### config.mk
export PLATFORM = sky130hd
export DESIGN_NAME = uart_file_loader
export DESIGN_NICKNAME = d
export VERILOG_FILES = /design/src/rtl/uart_file_pkg.sv /design/src/rtl/uart_file_pack.sv /design/src/rtl/uart_file_loader.sv
export SDC_FILE = /design/constraint.sdc
export NUM_CORES = 1
export LEC_CHECK = 0
export CAP_MARGIN = 20
export CORE_ASPECT_RATIO = 1.2
export CORE_MARGIN = 1.5
export CORE_UTILIZATION = 49
export DETAILED_ROUTE_END_ITERATION = 6
export GPL_TIMING_DRIVEN = 0
export PLACE_DENSITY = 0.79
export SYNTH_ARGS = -nofsm -noshare
export SYNTH_HDL_FRONTEND = slang
export SYNTH_HIERARCHICAL = 1
export SYNTH_SLANG_ARGS = --single-unit
### constraint.sdc
create_clock -name clk -period 3.1 [get_ports clk]
set_clock_uncertainty 0.1 [all_clocks]
set_input_delay 0.465 -clock clk [delete_from_list [all_inputs] [get_ports clk]]
set_output_delay 0.465 -clock clk [all_outputs]
set_load 0.02 [all_outputs]
### src/rtl/uart_file_pkg.sv
// Shared constants and state encoding for the UART file-transfer loader.
package uart_file_pkg;

   localparam logic [7:0] FT_SEND = 8'h02;
   localparam logic [7:0] FT_RECV = 8'h03;
   localparam logic [7:0] FT_END  = 8'h04;

   typedef enum logic [2:0] {
      ST_IDLE,
      ST_REQ,
      ST_SIZE,
      ST_DATA,
      ST_WRITE,
      ST_DONE,
      ST_ERR
   } state_t;

endpackage

### src/rtl/uart_file_pack.sv
// Byte-to-word packer: places each byte in its lane and sets that lane's strobe.
module uart_file_pack (
   input  logic        clk,
   input  logic        rst,
   input  logic        clr,
   input  logic        load,
   input  logic [1:0]  lane,
   input  logic [7:0]  din,
   output logic [31:0] word,
   output logic [3:0]  strb
);

   always_ff @(posedge clk or posedge rst) begin
      if (rst) begin
         word <= '0;
         strb <= '0;
      end else if (clr) begin
         word <= '0;
         strb <= '0;
      end else if (load) begin
         word[{lane, 3'b000} +: 8] <= din;
         strb[lane]                <= 1'b1;
      end
   end

endmodule

### src/rtl/uart_file_loader.sv
// Loads a host-sent file over the UART byte link into memory as 32-bit words.
module uart_file_loader
   import uart_file_pkg::*;
#(
   parameter int          ADDR_W    = 14,
   parameter int unsigned BASE_ADDR = 0,
   parameter int unsigned MAX_SIZE  = 2**(ADDR_W+2)
) (
   input  logic              clk,
   input  logic              rst,
   input  logic              start,
   output logic [7:0]        tx_data,
   output logic              tx_valid,
   input  logic              tx_ready,
   input  logic [7:0]        rx_data,
   input  logic              rx_valid,
   output logic              rx_ready,
   output logic              mem_valid,
   output logic [ADDR_W-1:0] mem_addr,
   output logic [31:0]       mem_wdata,
   output logic [3:0]        mem_wstrb,
   input  logic              mem_ready,
   output logic              busy,
   output logic              done,
   output logic              error,
   output logic [31:0]       file_size
);

   state_t      state, state_nx;
   logic [31:0] cnt;
   logic [31:0] size_full;
   logic        restart;
   logic        pack_clr;
   logic        pack_load;

   // Outputs depend on state only, so no handshake input reaches an output combinationally
   assign tx_data   = FT_SEND;
   assign tx_valid  = (state == ST_REQ);
   assign rx_ready  = (state == ST_SIZE) || (state == ST_DATA);
   assign mem_valid = (state == ST_WRITE);
   assign error     = (state == ST_ERR);
   assign busy      = !((state == ST_IDLE) || (state == ST_DONE) || (state == ST_ERR));

   assign restart   = start && !busy;
   assign size_full = {rx_data, file_size[23:0]};
   assign pack_clr  = restart || ((state == ST_WRITE) && mem_ready);
   assign pack_load = (state == ST_DATA) && rx_valid;

   always_comb begin
      state_nx = state;
      case (state)
         ST_IDLE, ST_DONE, ST_ERR: if (start) state_nx = ST_REQ;
         ST_REQ:   if (tx_ready) state_nx = ST_SIZE;
         ST_SIZE: begin
            if (rx_valid && (cnt == 32'd3)) begin
               if (size_full == 32'd0)          state_nx = ST_DONE;
               else if (size_full > MAX_SIZE)   state_nx = ST_ERR;
               else                             state_nx = ST_DATA;
            end
         end
         ST_DATA: begin
            if (rx_valid && ((cnt[1:0] == 2'd3) || (cnt == file_size - 32'd1)))
               state_nx = ST_WRITE;
         end
         ST_WRITE: begin
            if (mem_ready) state_nx = (cnt == file_size) ? ST_DONE : ST_DATA;
         end
         default: state_nx = ST_IDLE;
      endcase
   end

   // The counter indexes size bytes in SIZE, then is reused as the payload byte count
   always_ff @(posedge clk or posedge rst) begin
      if (rst) begin
         state     <= ST_IDLE;
         done      <= 1'b0;
         cnt       <= '0;
         mem_addr  <= ADDR_W'(BASE_ADDR);
         file_size <= '0;
      end else begin
         state <= state_nx;
         done  <= (state_nx == ST_DONE) && (state != ST_DONE);
         case (state)
            ST_IDLE, ST_DONE, ST_ERR: begin
               if (start) begin
                  cnt      <= '0;
                  mem_addr <= ADDR_W'(BASE_ADDR);
               end
            end
            ST_SIZE: begin
               if (rx_valid) begin
                  file_size[{cnt[1:0], 3'b000} +: 8] <= rx_data;
                  cnt <= (cnt == 32'd3) ? 32'd0 : cnt + 32'd1;
               end
            end
            ST_DATA:  if (rx_valid)  cnt      <= cnt + 32'd1;
            ST_WRITE: if (mem_ready) mem_addr <= mem_addr + 1'b1;
            default: ;
         endcase
      end
   end

   uart_file_pack u_pack (
      .clk  (clk),
      .rst  (rst),
      .clr  (pack_clr),
      .load (pack_load),
      .lane (cnt[1:0]),
      .din  (rx_data),
      .word (mem_wdata),
      .strb (mem_wstrb)
   );

endmodule

# Yosys cells after proc, flatten, opt, wreduce, memory -nomap -nowiden
# Cells that the tools add are included.
# totals
ff_bits	118
inputBits	14
out_inout_bits	96
word_cells	80
# classes
n_addsub	4
magnitude_cmp	3
eq_ne	16
n_shift	2
n_mux	25
bitwise	1
n_reduce_logical	22
# ops
operator	n
32-bit 2-to-1 mux	6
32-bit one-hot mux with 3 select lines	1
32-bit bitwise mux	2
32-bit == test	2
32-bit by 1-bit adder with 32-bit output, second input constant	1
32-bit by 2-bit == test with 1-bit output, second input constant	1
32-bit by 17-bit greater-than comparator with 1-bit output, second input constant	1
32-bit zero test	1
8-bit by 7-bit variable shift with 32-bit output, first input constant	1
8-bit by 7-bit variable part select with 32-bit output	1
32-bit by 1-bit subtractor with 32-bit output, second input constant	1
14-bit 2-to-1 mux	2
14-bit one-hot mux with 2 select lines	1
3-bit 2-to-1 mux	8
3-bit one-hot mux with 5 select lines	1
14-bit by 1-bit adder with 14-bit output, second input constant	1
3-bit == test, second input constant	4
4-bit 2-to-1 mux	2
1-bit logical AND	7
5-bit negator with 7-bit output	1
3-bit by 2-bit == test with 1-bit output, second input constant	2
2-bit != test, second input constant	3
1-bit logical OR	5
4-bit OR	1
16 further kinds	17

# Longest topological paths before layout
# depth
word_depth	8
depth_mapped	10
ltp_nobuf	10

# Hierarchy
# The synthesis kept the hierarchy.
# modules_own_cells
module	n_inst	cells_per_inst	area_per_inst_um2	seq_area_each_um2
uart_file_loader	1	659	5357.6	2052.0
uart_file_pack	1	114	1567.8	900.9

# Worst setup path before layout
# No wires, ideal clock.
# synth_path
path_kind	reg2reg
start	register file_size[7]
end	register done
setup_time_ps	96
arrival_ps	2825
t_required_ps	2904
slack_ps	80
path_stages_with_launch	10
n_path_buf	1
synth_period_minus_slack_ps	3020
path_cell_list	dfrtp_1 buf_6 or4_4 or3_1 or4_1 o21ai_1 nand4_1 nor4_2 a41oi_1 a311oi_2
# synth_via
elab_chain_cells	8
word_cells_on_any_way	16
cone_classes	add/sub (1); order compare (1); eq/ne (3); mux (7); reduce/logical (4)
# synth_rtl
item	line_no	text
start: declaration	uart_file_loader.sv:26	output logic [31:0] file_size
start signal: indexed assignment	uart_file_loader.sv:92	file_size[{cnt[1:0], 3'b000} +: 8] <= rx_data;
32-bit by 1-bit subtractor with 32-bit output	uart_file_loader.sv:62	if (rx_valid && ((cnt[1:0] == 2'd3) || (cnt == file_size - 32'd1)))
32-bit == test	uart_file_loader.sv:62	
1-bit logical OR	uart_file_loader.sv:62	
1-bit logical AND	uart_file_loader.sv:62	
3-bit 2-to-1 mux	uart_file_loader.sv:62	
3-bit one-hot mux with 5 select lines (*)	uart_file_loader.sv:51	case (state)
3-bit == test (*)	uart_file_loader.sv:82	done <= (state_nx == ST_DONE) && (state != ST_DONE);
1-bit logical AND (*)	uart_file_loader.sv:82	
end signal: assignment	uart_file_loader.sv:82	
end: declaration	uart_file_loader.sv:24	output logic done,
# Mark *: on every way between the ends. The rest lies on a longest branch, timed or not.
# A chain may end at the register's enable or synchronous reset.

# Worst setup path in the final report
# layout_path
start	register file_size[8]
end	register done
# The elaborated chain is that of the path after synthesis.

==> metrics <==
Antenna Diode Count 0; DR WL/cell 19.05 um; die width 111.5 um; Unique masters post-synth 61; routability cong. 0.9875; site row count 47; clock-pin slew on the worst setup and hold paths 60 ps; crit path capture type flop; register area 0.002962 sq mm; clk_lat worst skew 430 ps; sequential element share of the synthesized area 42.64%; Final Hold Viols 0; IO Port Bufs 101; clock sinks 118; Syn Area/Cell 8.959 sq um; core area 0.01382 sq mm; Critical Path Start Type flop; die area 0.01486 sq mm; leading area contributor after synthesis dfrtp_1; commonest non-fill, non-tap cell in the layout dfrtp_1; Worst slew margin 40.46%; Num CTS Buffers 17; Peak VDD IR 0.7632 mV; Nets 944; Synth warnings 6; Synth Register Bits 118; hold slack final 247.4 ps; crit-path max FO 7; worst r2r src file_size[8]; setup TNS 0 ps; pin count of the biggest net entering global routing 72; via count of the first global-routing pass 6218; placed cell areas 0.008235 sq mm; P_leak 4.034 nW; gr usage total 28.40%; # IOs 110; fmax 330.2 MHz; number of enable flip-flop cells after synthesis 0; clk buf depth 2; DP Wirelength 14590 um; WP data arrival 3250 ps; RSZ-0062 raised after global routing yes; Reg2Reg Setup Slack 70 ps; Synth area leaders dfrtp_1, xor2_1, nand2_1; First DRT Iteration DRCs 381; vias 6459; Multi-input gate area 0.003885 sq mm; Initial Util 50.11%; depth of the most critical reg-to-reg path 8; Via density 5.877; H-tree depth 4; status completed; Req. time, crit path 3330 ps; cell area after layout 0.009131 sq mm; HP Class input port to asynchronous set/reset pin; Final Cycle Share 97.70%; root buffer cell clkbuf_16; Antenna Nets Post-Route 0; fraction of layout instances using a drive strength above 1 12.82%; synthesis-to-layout area growth 31.85%; max cap viols 0; Setup violations, final 0; dpl cells 1054; worst flop-to-flop path endpoint done; DR pass1 iterations 5; total power 8.619 mW; slew at the pin closest to its max-slew limit 891.1 ps; Synth async-reset ratio 100.0%; global-route wire length before repair 32860 um; initial antenna violation count 0; total power per unit cell area 943.9 mW/mm^2; CTS tree yes; fill cell count 1134; fin worst setup slack 71.42 ps; minimum clock period 3029 ps; Syn Inst Count 773; remaining global-route overflow 0; Synth Cell Area 0.006925 sq mm; Hold-fix buffers, CTS 0; Die Span Y 133.2 um; final core occ 66.08%; DRC Markers 0; Crit Path Category flop to flop; most frequent cells in the layout dfrtp_1, nand2_1, clkdlybuf4s50_1; proportion of netlist area held by the largest area contributor 42.64%; Slew Limit Fails 0; WL final 20930 um; non-filler cells, final 1099; Top FF cell, synth dfrtp_1; Place WS -410.3 ps
synth_stat cells, types with 6 or more instances:
master,instances
and3_1,14
or3_1,12
a32o_1,32
nor2_1,64
nand3_1,18
xnor2_1,19
nand4_1,22
inv_1,14
a21oi_1,22
nor4_1,24
clkbuf_1,34
nor2b_1,11
nor3_1,25
ha_1,15
xor2_1,55
nand2_1,109
buf_4,10
and4_1,6
and2_1,7
o21ai_0,58
nand2b_1,9
dfrtp_1,118
sequential cells by signal, indices dropped and copies added (netlist names):
name         count
cnt             32
done             1
file_size       32
mem_addr        14
state            3
u_pack/strb      4
u_pack/word     32
layout make-up:
type,instances,share of cell area (%)
buffer,47,2.919
sequential,118,32.43
inverter,14,0.6029
tap,171,2.343
multi-input combinational,597,42.55
clock buffer,18,4.700
clock inverter,14,1.411
timing repair buffer,120,13.04
layer usage:
layer | global-route usage (%) | part of all wire, % | wire length [um]
met1 | 35.22 | 40 | 8414
met4 | 13.78 | 3.8 | 802
met5 | 0 | 0 | 0
met2 | 47.07 | 50 | 10370
met3 | 6.324 | 6.4 | 1344
critical path, stage by stage, from the launching register on:
cell      delay, ps
dfrtp_2         470
or4_4           550
or3_4           350
or4_4           450
o21ai_2         130
nand4_1         140
nor4_4          300
a41oi_2         180
a311oi_2        250
logic make-up (layout without fill, tap and decap cells):
logic type	after synthesis	in the layout	synth area share, %
AO/OA/AOI/OAI	149	149	14.67
XOR/XNOR	74	74	9.359
flip-flops	118	118	42.64
adder cells (fa/ha/maj)	15	15	2.710
buffers and inverters	64	213	4.571
AND/OR/NAND/NOR	348	348	25.51
multiplexers	3	3	0.4336
other	2	8	0.1084
report_power, final:
part / switching [mW] / internal [mW]
clock network: 0.784 / 1.11
logic: 2.70 / 1.93
registers: 0.345 / 1.75
total: 3.83 / 4.79
worst max-delay path by stage:
stage	slack, ps	to	startpoint	depth (start not counted)
global placement	-1000	cnt[5]	rst	2
finish	70	done	file_size[8]	8
detailed placement	-410	cnt[29]	rx_valid	10
floorplan	80	done	file_size[7]	9
global route	-50	done	file_size[8]	8
CTS	-120	done	file_size[7]	9
what timing repair did:
| item | in CTS | in global routing |
|---|---|---|
| pin swaps | 3 | 9 |
| endpoints found under the setup margin | 26 | 26 |
| setup buffers | 4 | 12 |
| resized for setup | 14 | 43 |
(Power assumes the default switching activity.)
